### src/rtl/fp_convert_seq_if.sv
// Sample-in / result-out handshake bundle for the iterative fixed-to-float converter.
// master drives samples and accepts results; slave is the converter.
interface fp_convert_seq_if #(
    parameter int IN_W  = 12,
    parameter int EXP_W = 3,
    parameter int SIG_W = 4
);
    logic             in_valid;
    logic             in_ready;
    logic [IN_W-1:0]  in_data;
    logic             out_valid;
    logic             out_ready;
    logic             out_sign;
    logic [EXP_W-1:0] out_exp;
    logic [SIG_W-1:0] out_sig;
    logic             out_sat;

    modport master (
        output in_valid, in_data, out_ready,
        input  in_ready, out_valid, out_sign, out_exp, out_sig, out_sat
    );

    modport slave (
        input  in_valid, in_data, out_ready,
        output in_ready, out_valid, out_sign, out_exp, out_sig, out_sat
    );
endinterface

### src/rtl/fp_convert_seq.sv
// Iterative fixed-to-float converter: normalises one bit per clock, rounds, saturates.
// FPCONV_RNE_EN selects round-to-nearest-even; default build rounds half-up.
module fp_convert_seq #(
    parameter int IN_W  = 12,
    parameter int EXP_W = 3,
    parameter int SIG_W = 4
) (
    input logic              clk,
    input logic              rst,
    fp_convert_seq_if.slave  bus
);
    localparam logic [EXP_W-1:0] EXP_MAX = '1;
    localparam logic [SIG_W-1:0] SIG_MSB = {1'b1, {(SIG_W-1){1'b0}}};
    localparam logic [IN_W-1:0]  IN_MIN  = {1'b1, {(IN_W-1){1'b0}}};
    localparam logic [IN_W-1:0]  IN_MAX  = {1'b0, {(IN_W-1){1'b1}}};

    typedef enum logic [1:0] {IDLE, NORM, ROUND, DONE} state_t;

    state_t           state, state_nx;
    logic             sign_q;
    logic [IN_W-1:0]  mag_q;
    logic [EXP_W-1:0] e_q;
    logic             rbit_q;
    logic             sat_pre_q;
    logic             o_sign_q, o_sat_q;
    logic [EXP_W-1:0] o_exp_q;
    logic [SIG_W-1:0] o_sig_q;

    logic [IN_W-1:0]  abs_in;
    logic             big;
    logic [SIG_W-1:0] sig_lo;
    logic [SIG_W:0]   sig_inc;
    logic             round_up;
    logic             accept;

    // The most negative sample has no positive twin; clamp its magnitude.
    assign abs_in  = !bus.in_data[IN_W-1] ? bus.in_data :
                     (bus.in_data == IN_MIN) ? IN_MAX : -bus.in_data;
    assign big     = |mag_q[IN_W-1:SIG_W];
    assign sig_lo  = mag_q[SIG_W-1:0];
    assign sig_inc = {1'b0, sig_lo} + 1'b1;
    assign accept  = (state == IDLE) && bus.in_valid;

`ifdef FPCONV_RNE_EN
    logic sticky_q;
    assign round_up = rbit_q & (sticky_q | sig_lo[0]);

    always_ff @(posedge clk) begin
        if (rst || accept)
            sticky_q <= 1'b0;
        else if (state == NORM && big && e_q < EXP_MAX)
            sticky_q <= sticky_q | rbit_q;
    end
`else
    assign round_up = rbit_q;
`endif

    always_ff @(posedge clk) begin
        if (rst) state <= IDLE;
        else     state <= state_nx;
    end

    always_comb begin
        state_nx     = state;
        bus.in_ready = 1'b0;
        bus.out_valid = 1'b0;
        case (state)
            IDLE: begin
                bus.in_ready = 1'b1;
                if (bus.in_valid) state_nx = NORM;
            end
            NORM: begin
                if (!(big && e_q < EXP_MAX)) state_nx = ROUND;
            end
            ROUND: state_nx = DONE;
            DONE: begin
                bus.out_valid = 1'b1;
                if (bus.out_ready) state_nx = IDLE;
            end
            default: state_nx = IDLE;
        endcase
    end

    always_ff @(posedge clk) begin
        if (rst) begin
            sign_q    <= 1'b0;
            mag_q     <= '0;
            e_q       <= '0;
            rbit_q    <= 1'b0;
            sat_pre_q <= 1'b0;
            o_sign_q  <= 1'b0;
            o_exp_q   <= '0;
            o_sig_q   <= '0;
            o_sat_q   <= 1'b0;
        end else begin
            case (state)
                IDLE: if (bus.in_valid) begin
                    sign_q    <= bus.in_data[IN_W-1];
                    mag_q     <= abs_in;
                    e_q       <= '0;
                    rbit_q    <= 1'b0;
                    sat_pre_q <= 1'b0;
                end
                NORM: begin
                    if (big && e_q < EXP_MAX) begin
                        rbit_q <= mag_q[0];
                        mag_q  <= mag_q >> 1;
                        e_q    <= e_q + 1'b1;
                    end else if (big) begin
                        sat_pre_q <= 1'b1;
                    end
                end
                ROUND: begin
                    o_sign_q <= sign_q;
                    o_sat_q  <= 1'b0;
                    if (sat_pre_q || (round_up && sig_inc[SIG_W] && e_q == EXP_MAX)) begin
                        o_sig_q <= '1;
                        o_exp_q <= EXP_MAX;
                        o_sat_q <= 1'b1;
                    end else if (round_up && sig_inc[SIG_W]) begin
                        // Significand overflow renormalises to 1.000 at the next exponent.
                        o_sig_q <= SIG_MSB;
                        o_exp_q <= e_q + 1'b1;
                    end else if (round_up) begin
                        o_sig_q <= sig_inc[SIG_W-1:0];
                        o_exp_q <= e_q;
                    end else begin
                        o_sig_q <= sig_lo;
                        o_exp_q <= e_q;
                    end
                end
                default: ;
            endcase
        end
    end

    assign bus.out_sign = o_sign_q;
    assign bus.out_exp  = o_exp_q;
    assign bus.out_sig  = o_sig_q;
    assign bus.out_sat  = o_sat_q;
endmodule

### src/flat_wrapper.sv
// flat-port wrapper written by rule: the top's interface ports become plain ports
module fp_convert_seq_flat 
#(
    parameter int IN_W  = 12,
    parameter int EXP_W = 3,
    parameter int SIG_W = 4
)
  (clk, rst, bus_in_valid, bus_in_data, bus_out_ready, bus_in_ready, bus_out_valid, bus_out_sign, bus_out_exp, bus_out_sig, bus_out_sat);
  fp_convert_seq_if #(.IN_W(IN_W), .EXP_W(EXP_W), .SIG_W(SIG_W)) bus_i ();
  input logic clk;
  input logic rst;
  input wire logic [$bits(bus_i.in_valid)-1:0] bus_in_valid;
  input wire logic [$bits(bus_i.in_data)-1:0] bus_in_data;
  input wire logic [$bits(bus_i.out_ready)-1:0] bus_out_ready;
  output wire logic [$bits(bus_i.in_ready)-1:0] bus_in_ready;
  output wire logic [$bits(bus_i.out_valid)-1:0] bus_out_valid;
  output wire logic [$bits(bus_i.out_sign)-1:0] bus_out_sign;
  output wire logic [$bits(bus_i.out_exp)-1:0] bus_out_exp;
  output wire logic [$bits(bus_i.out_sig)-1:0] bus_out_sig;
  output wire logic [$bits(bus_i.out_sat)-1:0] bus_out_sat;
  assign bus_i.in_valid = bus_in_valid;
  assign bus_i.in_data = bus_in_data;
  assign bus_i.out_ready = bus_out_ready;
  assign bus_in_ready = bus_i.in_ready;
  assign bus_out_valid = bus_i.out_valid;
  assign bus_out_sign = bus_i.out_sign;
  assign bus_out_exp = bus_i.out_exp;
  assign bus_out_sig = bus_i.out_sig;
  assign bus_out_sat = bus_i.out_sat;
  fp_convert_seq #(.IN_W(IN_W), .EXP_W(EXP_W), .SIG_W(SIG_W)) u_core (.clk(clk), .rst(rst), .bus(bus_i));
endmodule
### config.mk
export PLATFORM = sky130hd
export DESIGN_NAME = fp_convert_seq_flat
export DESIGN_NICKNAME = d
export VERILOG_FILES = /design/src/rtl/fp_convert_seq_if.sv /design/src/rtl/fp_convert_seq.sv /design/src/flat_wrapper.sv
export SDC_FILE = /design/constraint.sdc
export NUM_CORES = 1
export LEC_CHECK = 0
export BUFFER_PORTS_ARGS = -buffer_cell sky130_fd_sc_hd__buf_2
export CAP_MARGIN = 40
export CORE_MARGIN = 5
export CORE_UTILIZATION = 35
export CTS_CLUSTER_DIAMETER = 60
export DETAILED_ROUTE_END_ITERATION = 8
export MAX_ROUTING_LAYER = met4
export PLACE_DENSITY_LB_ADDON = 0.08
export SLEW_MARGIN = 40
export SYNTH_ARGS = -nofsm -noshare
export SYNTH_HDL_FRONTEND = slang
export SYNTH_SLANG_ARGS = --single-unit
### constraint.sdc
create_clock -name clk -period 1.86 [get_ports clk]
set_clock_uncertainty 0.2 [all_clocks]
set_input_delay 0.279 -clock clk [delete_from_list [all_inputs] [get_ports clk]]
set_output_delay 0.279 -clock clk [all_outputs]
set_load 0.005 [all_outputs]
==> impl_summary.md <==
Routing
The count of nets left with antenna violations once routing finished came out at 0. The detailed router finished its first iteration with 57 violations. For this block, the via count after detailed routing is 1909. Dividing the detail-routed wire length by the instance count gives 14.52 um. After detailed routing, the number of remaining DRC violations is 0. The detailed-router iteration count before antenna repair is 4. The detail-routed via count per cell is 5.332. The sum of routed wire length over all layers is 5199 um.

Global routing
The number of global-route vias before repair is 1781. Across every metal layer, demand over resource in global routing totals 15.34%. The initial antenna violation count is 0. The first global-routing pass estimated 8638 um of wire.

For this run the aggregate overflow at the end of global routing stands at 0. Entering global routing, the biggest net connects 15 pins.

Placement
Detailed placement finished with a half-perimeter wire length of 4031 um. At the end of routability-driven placement, the weighted congestion stood at 0.8514. The placement-stage worst setup slack is -0.1290 ns. The count of input and output buffers is 26. Counting tap cells, the placed design contains a total of 344 instances.

STA
After layout, the minimum clock period comes to 1.821 ns. Setup repair after global routing could not meet its margin everywhere. In the final timing run, aggregate negative setup slack is 0 ns. In the finished design, the share of the clock period the worst path needs comes to 97.88%. The final critical-path setup slack is 0.03948 ns. For the pin with the worst max-slew slack, the measured transition is 0.3738 ns. Hold timing on the final database bottoms out at a slack of 0.1273 ns.

The worst slew margin relative to its limit is 74.75%. The number of pins with negative max-slew slack in the final report is 0. The number of setup violations in the final report is 0. The achievable clock frequency is 549.3 MHz.

The number of hold violations in the final report is 0.

Worst setup path
The endpoint of the worst setup timing path is u_core.mag_q[6]$_SDFFE_PP0P_. The critical path runs through a total of 5 cells. The largest driver fanout on the critical path is 9. The signal on the critical path passes through inv_2 -> ha_2 -> buf_4 -> or4_4 -> a221oi_2. At the worst endpoint, the required time is 1.86 ns. The slowest library cell on the worst path is sky130_fd_sc_hd__or4_4. The capture point of the worst reg-to-reg path is u_core.mag_q[6]$_SDFFE_PP0P_. Across all register-to-register paths, the minimum setup slack is 0.04 ns.

The worst setup path is captured at a register. The cell family with the largest share of critical-path delay is simple AND/OR/NAND/NOR gates. In this run the critical register-to-register path is launched from u_core.state[1]$_SDFFE_PP0P_.

The number of cells on the worst reg-to-reg path is 5. The launching element type of the critical path is a register. On the worst path, the slowest cell contributes a delay of 0.54 ns. Together, buffers and inverters on the worst path number 2. The source of the critical timing path is u_core.state[1]$_SDFFE_PP0P_. STA puts the critical path data arrival time at 1.82 ns. The worst setup path is of the register to register kind.

Synthesis
The top cell type by total area after synthesis is sky130_fd_sc_hd__dfxtp_1. The number of enable-type register cells in the synthesized netlist is 0. After synthesis, the cell types taking the most area are sky130_fd_sc_hd__dfxtp_1 31%, sky130_fd_sc_hd__ha_1 5.4%, sky130_fd_sc_hd__nor2_1 4.0%, sky130_fd_sc_hd__mux2i_1 3.8%, sky130_fd_sc_hd__nand4_1 3.7%. The number of distinct library cells after synthesis is 55. The proportion of netlist area held by the largest area contributor is 31.14%. The synthesized netlist cell count is 218. The async set-or-reset flop fraction in the synthesized netlist is 0%. A synthesized cell averages 8.552 sq um. The dominant register cell in the synthesized netlist is sky130_fd_sc_hd__dfxtp_1.

The synthesis-stage register bit count is 29. Summing the sequential cell areas from Yosys gives 31.14% of the chip area. In this run the cell area of the synthesized design comes to 0.001864 sq mm. Yosys printed 0 warnings.

By count the netlist is led by 29 x sky130_fd_sc_hd__dfxtp_1, 20 x sky130_fd_sc_hd__nor2_1, 15 x sky130_fd_sc_hd__nand2_1. By instance count, the leading cell after synthesis is sky130_fd_sc_hd__dfxtp_1. The number of nets in the synthesized netlist is 242.

Layout
The number of antenna diodes in the final layout is 0. For this run, the post-layout net count is 311. The filler cells instantiated in the layout total 542. Once layout is complete, the cells apart from fillers number 358. The post-route netlist has 39.58% of its cells at a drive strength greater than 1. The sequential cell area is 584.3 sq um.

The signed area change from the synthesized netlist to the final layout is 40.40%. In the final layout, the multi-input gates occupy 0.001294 sq mm.

Clock tree
The number of clock buffers added by TritonCTS is 5. The clock tree root buffer cell is sky130_fd_sc_hd__clkbuf_8. The count of hold buffers inserted by post-cts repair is 0. TritonCTS built the clock tree. Clock-pin slew was measured on the worst setup and hold paths at 0.07 ns. The total clock sinks is 29.

The deepest level of the CTS H-tree is 2. The worst-case clock buffer depth is 2. The clock latency of the later-clocked register in the worst-skew pair is 0.28 ns.

Floorplanning
The core box area is 0.005140 sq mm. The count of pins on the block boundary is 27. The die boundary width is 82.99 um. The floorplan step defined a die boundary enclosing 0.006887 sq mm.

The initial core utilization is 36.27%. The floorplan has 26 rows. The chip height is 82.99 um.

Outcome
The run finished with clean final reports.

Power
The overall power consumption is 4.009 mW. The highest ir drop seen on vdd is 0.0007620 V. The analysis attributes to cell leakage a power of 1.101 nW. Power spread over the standard cell area amounts to 1532 mW/mm^2.

Hold path
The tightest min-delay check is of the input port to register type.

Run
The max-cap violation count is 0.
==> timing repair <==
| item | 4_1_cts | 5_1_grt |
|---|---|---|
| cloned | 0 | 0 |
| buffers inserted | 3 | 3 |
| setup endpoints to repair | 11 | 20 |
| pin swaps | 3 | 5 |
| gates resized for setup | 3 | 19 |
==> power breakdown <==
part | total, mW | internal (mW) | switching, mW
combinational | 2.34 | 1.20 | 1.14
sequential | 0.977 | 0.820 | 0.157
clock | 0.690 | 0.437 | 0.254
==> metrics by stage <==
stage / cell area (sq um) / util (%)
6_report: 2618 / 50.93
5_1_grt: 2618 / 50.93
4_1_cts: 2506 / 48.76
3_5_place_dp: 2351 / 45.74
3_3_place_gp: 2351 / 45.74
2_1_floorplan: 1893 / -
==> area by class of cell <==
type	count	share of cell area, %
multi-input combinational	166	49.43
sequential	29	22.32
timing repair buffer	74	18.88
tap	70	3.346
clock buffer	7	3.298
inverter	11	1.577
clock inverter	1	1.147
==> routing by layer <==
layer  track usage [%]  up-vias  routed length, um
li1                  -      962                  -
met1             20.55      902               2479
met2             24.13       40               2487
met3             2.970        5                194
met4             3.120        0                 37
met5                 -        -                  0
==> flip-flops by register name, indices dropped and copies added (netlist names) <==
register and count:
u_core.mag_q 12, u_core.bus.out_sig 4, u_core.bus.out_exp 3, u_core.e_q 3, u_core.state 2, u_core.bus.out_sat 1
u_core.bus.out_sign 1, u_core.rbit_q 1, u_core.sat_pre_q 1, u_core.sign_q 1
==> worst min path at each step <==
stage	from	endpoint	depth (start not counted)
floorplan	u_core.sign_q$_SDFFE_PP0P_	u_core.sign_q$_SDFFE_PP0P_	2
global placement	u_core.sign_q$_SDFFE_PP0P_	u_core.sign_q$_SDFFE_PP0P_	2
detailed placement	u_core.sign_q$_SDFFE_PP0P_	u_core.sign_q$_SDFFE_PP0P_	2
CTS	bus_in_valid	u_core.sign_q$_SDFFE_PP0P_	3
global route	bus_in_valid	u_core.sign_q$_SDFFE_PP0P_	3
finish	bus_in_valid	u_core.sign_q$_SDFFE_PP0P_	3
==> worst reg2reg max path, cell delays in order (launching register included) <==
cell,delay (ns)
sky130_fd_sc_hd__dfxtp_2,0.33
sky130_fd_sc_hd__inv_2,0.05
sky130_fd_sc_hd__ha_2,0.21
sky130_fd_sc_hd__buf_4,0.19
sky130_fd_sc_hd__or4_4,0.54
sky130_fd_sc_hd__a221oi_2,0.21
==> cells by family after synthesis <==
kind of cell | Yosys count | synth area share [%]
compound gates | 54 | 22.15
flops | 29 | 31.14
xor+xnor | 6 | 2.819
simple gates | 89 | 27.38
fa+ha+maj | 8 | 5.369
mux | 9 | 4.967
buf+inv | 23 | 6.174
==> cells in the final DEF, fill, tap and decap left out, types with 3 or more instances in the layout <==
cell type                  instances
sky130_fd_sc_hd__nor2_1           20
sky130_fd_sc_hd__buf_2            26
sky130_fd_sc_hd__nand2b_1          3
sky130_fd_sc_hd__mux2i_1           6
sky130_fd_sc_hd__dfxtp_1          26
sky130_fd_sc_hd__xor2_1            3
sky130_fd_sc_hd__nor3_1            5
sky130_fd_sc_hd__a211oi_1          9
sky130_fd_sc_hd__xnor2_1           3
sky130_fd_sc_hd__buf_4            47
sky130_fd_sc_hd__a21oi_1           7
sky130_fd_sc_hd__a31oi_1           3
sky130_fd_sc_hd__ha_1              6
sky130_fd_sc_hd__o22ai_1           4
sky130_fd_sc_hd__o41ai_2           3
sky130_fd_sc_hd__nand4_1          11
sky130_fd_sc_hd__dfxtp_2           3
sky130_fd_sc_hd__nand2_1          15
sky130_fd_sc_hd__inv_1             9
sky130_fd_sc_hd__nor2b_1           6
sky130_fd_sc_hd__clkbuf_8          6
sky130_fd_sc_hd__o21ai_0           5
sky130_fd_sc_hd__nand3_1           7
Power figures use the tool's default switching activity.
